===== config.mk =====
export PLATFORM = sky130hd
export DESIGN_NAME = addsub_issue_ctrl
export DESIGN_NICKNAME = d
export VERILOG_FILES = /design/src/rtl/addsub_issue_ctrl.sv
export SDC_FILE = /design/constraint.sdc
export NUM_CORES = 1
export LEC_CHECK = 0
export CAP_MARGIN = 10
export CORE_UTILIZATION = 48
export CTS_CLUSTER_SIZE = 28
export DETAILED_ROUTE_END_ITERATION = 16
export PLACE_DENSITY = 0.88
export SLEW_MARGIN = 5
export SYNTH_ARGS = -nofsm -noshare
export SYNTH_HDL_FRONTEND = slang
export SYNTH_SLANG_ARGS = --single-unit

===== constraint.sdc =====
create_clock -name clk -period 2.55 [get_ports clk]
set_input_delay 0.3825 -clock clk [delete_from_list [all_inputs] [get_ports clk]]
set_output_delay 0.3825 -clock clk [all_outputs]
set_load 0.005 [all_outputs]

===== src/rtl/addsub_issue_ctrl.sv =====
// addsub_issue_ctrl: request FIFO, issue control and result slot
// wrapped around the combinational farc_addsub core, plus overflow stats.
module addsub_issue_ctrl #(
    parameter int ADDER_WIDTH = 32,
    parameter int FIFO_DEPTH  = 4,
    parameter int CNT_WIDTH   = 16
) (
    input  logic                   clk,
    input  logic                   rst_n,
    input  logic                   req_valid_in,
    output logic                   req_ready_out,
    input  logic [ADDER_WIDTH-1:0] req_a_in,
    input  logic [ADDER_WIDTH-1:0] req_b_in,
    input  logic                   req_sm2c_in,
    input  logic                   req_sub_in,
    output logic [ADDER_WIDTH-1:0] core_a_out,
    output logic [ADDER_WIDTH-1:0] core_b_out,
    output logic                   core_sm2c_out,
    output logic                   core_sub_out,
    input  logic [ADDER_WIDTH-1:0] core_sum_in,
    input  logic                   core_carry_in,
    input  logic                   core_ovf_in,
    output logic                   res_valid_out,
    input  logic                   res_ready_in,
    output logic [ADDER_WIDTH-1:0] res_sum_out,
    output logic                   res_carry_out,
    output logic                   res_ovf_out,
    output logic [7:0]             res_tag_out,
    output logic                   ovf_sticky_out,
    output logic [CNT_WIDTH-1:0]   ovf_count_out,
    input  logic                   clr_stat_in
);

    localparam int PW = (FIFO_DEPTH > 1) ? $clog2(FIFO_DEPTH) : 1;
    localparam logic [PW:0] FULL_CNT = (PW + 1)'(FIFO_DEPTH);

    typedef struct packed {
        logic [ADDER_WIDTH-1:0] a;
        logic [ADDER_WIDTH-1:0] b;
        logic                   sm2c;
        logic                   sub;
    } entry_t;

    entry_t        mem [FIFO_DEPTH];
    entry_t        head;
    logic [PW-1:0] wr_ptr;
    logic [PW-1:0] rd_ptr;
    logic [PW:0]   count;
    logic [7:0]    tag;
    logic          full;
    logic          empty;
    logic          push;
    logic          issue;

    assign full  = (count == FULL_CNT);
    assign empty = (count == '0);

    // Ready is forced low while reset is held so nothing is accepted then.
    assign req_ready_out = rst_n & ~full;
    assign push          = req_valid_in & req_ready_out;
    assign issue         = ~empty & (~res_valid_out | res_ready_in);

    assign head          = mem[rd_ptr];
    assign core_a_out    = empty ? '0 : head.a;
    assign core_b_out    = empty ? '0 : head.b;
    assign core_sm2c_out = empty ? 1'b0 : head.sm2c;
    assign core_sub_out  = empty ? 1'b0 : head.sub;

    // FIFO storage; contents are only visible through the head when non-empty.
    always_ff @(posedge clk) begin
        if (push) begin
            mem[wr_ptr] <= '{a: req_a_in, b: req_b_in,
                             sm2c: req_sm2c_in, sub: req_sub_in};
        end
    end

    // FIFO pointers and occupancy.
    always_ff @(posedge clk or negedge rst_n) begin
        if (!rst_n) begin
            wr_ptr <= '0;
            rd_ptr <= '0;
            count  <= '0;
        end else begin
            if (push) begin
                wr_ptr <= wr_ptr + 1'b1;
            end
            if (issue) begin
                rd_ptr <= rd_ptr + 1'b1;
            end
            unique case ({push, issue})
                2'b10:   count <= count + 1'b1;
                2'b01:   count <= count - 1'b1;
                default: count <= count;
            endcase
        end
    end

    // Result slot: capture the core output on issue, drop valid on consume.
    always_ff @(posedge clk or negedge rst_n) begin
        if (!rst_n) begin
            res_valid_out <= 1'b0;
            res_sum_out   <= '0;
            res_carry_out <= 1'b0;
            res_ovf_out   <= 1'b0;
            res_tag_out   <= '0;
            tag           <= '0;
        end else if (issue) begin
            res_valid_out <= 1'b1;
            res_sum_out   <= core_sum_in;
            res_carry_out <= core_carry_in;
            res_ovf_out   <= core_ovf_in;
            res_tag_out   <= tag;
            tag           <= tag + 8'd1;
        end else if (res_valid_out && res_ready_in) begin
            res_valid_out <= 1'b0;
        end
    end

    // Overflow statistics; a new overflow takes priority over a clear.
    always_ff @(posedge clk or negedge rst_n) begin
        if (!rst_n) begin
            ovf_sticky_out <= 1'b0;
            ovf_count_out  <= '0;
        end else if (issue && core_ovf_in) begin
            ovf_sticky_out <= 1'b1;
            if (clr_stat_in) begin
                ovf_count_out <= CNT_WIDTH'(1);
            end else if (ovf_count_out != '1) begin
                ovf_count_out <= ovf_count_out + 1'b1;
            end
        end else if (clr_stat_in) begin
            ovf_sticky_out <= 1'b0;
            ovf_count_out  <= '0;
        end
    end

endmodule


**Yosys cells after proc, flatten, opt, wreduce, memory -nomap -nowiden**

Memory sizes are Yosys's and may differ from the RTL's.
Index checks and enable logic that the tools add are counted.

- Flip-flop bits (word level): 75
- RAM bits: 264
- Input bits: 105
- Output and inout bits: 127
- Word-level logic and storage cells: 52
- Memories kept: 1

- Add/sub/neg operators: 6
- Eq/ne operators: 4
- Multiplexer cells: 15
- Bitwise operators: 7
- Reduce and logical (&&, ||, !) cells: 8

Memories:

| name | depth | bits a word | rd ports | clocked after Yosys merged registers in | wr ports | line | text |
|---|---|---|---|---|---|---|---|
| mem | 4 | 66 | 1 | 0 | 1 | 44 | `entry_t mem [FIFO_DEPTH];` |

Operators by type and width:

| operator | count |
|---|---|
| $mux W16 | 4 |
| $mux W32 | 2 |
| $add A16 B1 Y16 const B | 1 |
| $ne A16 B16 Y1 const B | 1 |
| $add A8 B1 Y8 const B | 1 |
| $mux W1 | 8 |
| $reduce_bool A2 Y1 | 4 |
| $pmux W3 S2 | 1 |
| $add A2 B1 Y2 const B | 2 |
| $add A3 B1 Y3 const B | 1 |
| $and A1 B1 Y1 | 3 |
| $eq A3 B3 Y1 const B | 1 |
| $logic_not A3 Y1 | 1 |
| $not A1 Y1 | 3 |
| $sub A3 B1 Y3 const B | 1 |
| $eq A2 B1 Y1 const B | 1 |
| $eq A2 B2 Y1 const B | 1 |
| $logic_and A1 B1 Y1 | 2 |
| $reduce_and A2 Y1 | 1 |
| $or A1 B1 Y1 | 1 |

**Longest topological paths before layout**

Gate-level depths: netlist of the first run.

- Depth in word-level cells: 6
- Mapped depth: 10
- Mapped depth without buffers: 10

**Worst setup path after synthesis of the first run**

OpenSTA, ideal clock, no wires.

- Path type: register -> register
- Start point: reg count[0]
- End point: mem mem[0][0] (netlist name) (enable)
- Setup time: 0.432 ns
- Arrival time: 2.485 ns
- Path slack: -0.367 ns
- Cell stages (with the launch flop): 4
- Buffers on the path: 0
- Clock period less this slack: 2.917 ns
- Path through: dfrtp_1 -> inv_1 -> a31oi_1 -> and3_1

- Longest elaborated chain between the ends: 6

Ends and longest elaborated chain:

| element | line | text |
|---|---|---|
| start, declared | 48 | `logic [PW:0] count;` |
| start signal, assigned | 91 | `2'b10: count <= count + 1'b1;` |
| start signal, assigned | 92 | `2'b01: count <= count - 1'b1;` |
| start signal, assigned | 93 | `default: count <= count;` |
| $eq A3 B3 Y1 | 55 | `assign full = (count == FULL_CNT);` |
| $not A1 Y1 | 59 | `assign req_ready_out = rst_n & ~full;` |
| $and A1 B1 Y1 | 59 |  |
| via req_ready_out | 11 | `output logic req_ready_out,` |
| $and A1 B1 Y1 | 60 | `assign push = req_valid_in & req_ready_out;` |
| $mux W1 | 71 | `if (push) begin` |
| $mux W1 (implied by the code) | 72 | `mem[wr_ptr] <= '{a: req_a_in, b: req_b_in,` |
| end, declared | 44 |  |

The timed path passes the listed nets, and every way through them passes these cells.

**Worst setup path in the final report of the first run**

- Start point: reg rd_ptr[0]
- End point: out core_a_out[6]

- Longest elaborated chain between the ends: 2

Ends and longest elaborated chain:

| element | line | text |
|---|---|---|
| start, declared | 47 | `logic [PW-1:0] rd_ptr;` |
| start signal, assigned | 88 | `rd_ptr <= rd_ptr + 1'b1;` |
| $mem_v2 Z4 W66 | -- |  |
| $mux W32 | 64 | `assign core_a_out = empty ? '0 : head.a;` |
| end, declared | 16 | `output logic [ADDER_WIDTH-1:0] core_a_out,` |

Every way passes these cells.

==> metrics.md, run 1 <==
| Metric | Value |
|---|---|
| Final instance area | `17800 µm²` |
| Final worst path period share | `103%` |
| Post-layout nets | `1075` |
| Crit path kind | `flip-flop to output pin` |
| Clock slew seen by the registers of the worst setup and hold paths | `0.06 ns` |
| Post-synth top area cell | `edfxtp_1` |
| Area Overhead vs Synth | `34.3%` |
| Setup TNS | `-0.916 ns` |
| Status | `finished with violations` |
| Vias in the first global route | `7616` |
| Die H | `168 µm` |
| Worst vdd ir | `0.000741 V` |
| Post-Syn Area | `13200 µm²` |
| HPWL Detailed | `17700 µm` |
| First drt pass iteration count | `5` |
| Slew @ Worst Pin | `0.931 ns` |
| Leakage | `6.46 nW` |
| Hold Crit Class | `input pin to asynchronous set/reset pin` |
| Fraction of registers with async set/reset | `22.1%` |
| Total global routing overflow | `0` |
| Switch share | `27.2%` |
| Post-DP Area | `16300 µm²` |
| Tot Pwr | `19.4 mW` |
| PnR worst setup slack | `-0.0803 ns` |
| Fin. max-slew vios | `0` |
| Clk_lat worst skew | `0.52 ns` |
| TritonCTS buffer count | `36` |
| First-pass GRT wire length | `43700 µm` |
| Slew headroom | `37.9%` |
| H-tree levels | `2` |
| CORE AREA | `27000 µm²` |
| Skew final | `0.0244 ns` |
| Finished Layout Cells | `1330` |
| Final Util | `65.9%` |
| Post-synthesis area per instance | `19.8 µm²` |
| Net Switching | `5.27 mW` |
| # setup viols final | `21` |
| GP Congestion | `0.852` |
| Synth warnings | `0` |
| Hold Fails Final Rpt | `0` |
| RR Endpoint | `ovf_count_out[1]` |
| Die area | `28200 µm²` |
| RSZ-0062 raised after global routing | `true` |
| Sequential group share of total power | `37.4%` |
| Port Buffer Count | `231` |
| Yosys reg bits | `339` |
| Worst-path fanout max | `8` |
| Synth Flop Type | `edfxtp_1` |
| Pre-CTS WS | `0.134 ns` |
| Initial antenna violation count | `3` |
| Top post-synthesis cells by area | `edfxtp_1 60%, dfrtp_1 14%, mux4_2 11%` |
| Fraction of layout cells with a size suffix above 1 | `30.7%` |
| Via density | `5.41` |
| Comb power frac | `36.2%` |
| Tot GR Track Use | `20.7%` |
| Rows | `60` |
| Reg2reg path depth | `6` |
| Gate Count Post-Synth | `668` |
| Clk pwr share | `26.4%` |
| Crit end category | `output pin` |
| CTS tree | `built` |
| Total number of vias | `7193` |
| Largest net degree at the start of global routing | `76` |
| CTS sink count | `339` |
| CP required | `2.17 ns` |
| Most frequent cells after synthesis | `264 x edfxtp_1, 75 x dfrtp_1, 67 x nor2b_1, 66 x mux4_2, 42 x mux2_2` |
| Crit path launch type | `flip-flop` |
| Max Cap Viol | `0` |
| Worst r2r src | `ovf_count_out[0]` |
| Final worst path period need | `2.63 ns` |
| Root buffer cell | `clkbuf_16` |
| Die width | `168 µm` |
| Pwr Density | `1090 nW/µm²` |
| Routed Antenna Nets | `0` |
| Multi-input gate area | `3370 µm²` |
| WHS | `0.129 ns` |
| Fill count | `1753` |
| DR WL/cell | `21.4 µm` |
| Sequential area share after synthesis | `74.2%` |
| Int Pwr | `14.1 mW` |
| Final wirelength | `28500 µm` |
| Syn nets | `781` |
| Cell Count Post-Placement | `1238` |
| Most common cell in the netlist | `edfxtp_1` |
| Clock buffer depth | `3` |
| FF-to-FF setup slack | `0.32 ns` |
| 1st-iter DRT viols | `513` |
| Io pins | `232` |
| Achievable clock frequency | `0.380 GHz` |
| Detailed-route DRC error count | `0` |
| Reg area | `9810 µm²` |
| CP Data Arrival Time | `2.25 ns` |
| Count of different cell masters after synthesis | `40` |
| Post-synth EDFFs | `264` |
| Starting density of the core | `49.0%` |
| Violations in the final reports | `negative setup slack` |
| Share of the synthesized area in the top cell type | `60.0%` |
worst max-delay path by stage:
stage / from / end / slack, ns / cells after the start
3_3_place_gp: rd_ptr[0] / core_a_out[26] / 0.17 / 4
6_report: rd_ptr[0] / core_a_out[6] / -0.08 / 7
5_1_grt: rd_ptr[0] / core_a_out[6] / -0.15 / 7
3_5_place_dp: rd_ptr[0] / core_a_out[28] / 0.13 / 4
2_1_floorplan: count[0] / mem[0][0] / 0.36 / 3
4_1_cts: rd_ptr[0] / core_b_out[30] / -0.21 / 5
state kept, by name, indices dropped and copies added, names as in the netlist:
register	flops
res_valid_out	1
res_sum_out	32
ovf_count_out	16
rd_ptr	2
res_tag_out	8
ovf_sticky_out	1
mem	264
res_carry_out	1
res_ovf_out	1
count	3
wr_ptr	2
tag	8
power groups by stage:
stage	registers, mW	logic [mW]	clock network, mW
finish	7.24	7.01	5.12
global route	7.33	7.51	5.42
floorplan	7.26	3.19	0
CTS	7.25	6.85	5.22
detailed placement	7.43	6.48	0
global placement	7.37	6.39	0
layer usage:
| layer | share of wire (%) | GRT usage (%) |
|---|---|---|
| met2 | 50 | 35.1 |
| met4 | 1.9 | 5.46 |
| met5 | 0.046 | 0 |
| met1 | 39 | 25.9 |
| met3 | 9.0 | 6.23 |
layout make-up:
| cell class | count | area share [%] |
|---|---|---|
| diodes | 1 | 0.0141 |
| clock buffers | 48 | 5.68 |
| clock inverters | 16 | 0.923 |
| inverters | 9 | 0.190 |
| multi-input cells | 290 | 19.0 |
| flip-flops and latches | 339 | 55.3 |
| well taps | 341 | 2.40 |
| repair buffers | 286 | 16.5 |
placed cells by master (no fill, tap or decap), drive strengths merged, types with 2 or more instances in the layout:
master / Yosys / layout
clkbuf: 10 / 69
and2: 2 / 2
nand2: 11 / 11
and4: 3 / 3
nor2: 7 / 7
a31oi: 2 / 2
clkinv: 0 / 12
and3: 8 / 8
mux2: 42 / 42
o21ai: 17 / 17
xor2: 15 / 15
o31ai: 2 / 2
inv: 9 / 9
mux4: 66 / 66
bufinv: 0 / 3
a21oi: 3 / 3
nor4b: 2 / 2
ha: 7 / 7
nor2b: 67 / 67
clkdlybuf4s15: 0 / 7
edfxtp: 264 / 264
dfrtp: 75 / 75
mux2i: 2 / 2
nand4: 8 / 8
xnor2: 9 / 9
clkdlybuf4s50: 0 / 164
bufbuf: 0 / 3
dlygate4sd2: 0 / 3
nand3: 8 / 8
buf: 20 / 87
what timing repair did:
| item | 4_1_cts | 5_1_grt |
|---|---|---|
| cloned | 6 | 1 |
| endpoints found under the setup margin | 66 | 59 |
| hold buffers | 0 | 0 |
| resized for setup | 189 | 88 |
| pin swaps | 0 | 0 |
| buffers inserted | 17 | 8 |
kinds of logic after synthesis:
group / count (synthesis) / synth area share (%)
AOI/OAI and AO/OA: 26 / 1.07
buffers and inverters: 39 / 1.61
DFF: 339 / 74.2
muxes: 110 / 15.0
xor gates and xnor gates: 24 / 1.59
and+or+nand+nor: 122 / 5.77
adders and majority gates: 8 / 0.814
worst max-delay path: stages, from the launching register on:
cell and delay (ns):
dfrtp_4 0.49, buf_12 0.15, buf_12 0.13, buf_8 0.13, buf_4 0.14, mux4_2 0.40, nor2b_1 0.15, buf_2 0.15
Power figures use the tool's default switching activity.
==> run 2: changes to the inputs <==
CAP_MARGIN = 20   (was 10)
==> results of run 2 <==
Final layout, timing and power as in run 1 (identical DEF).
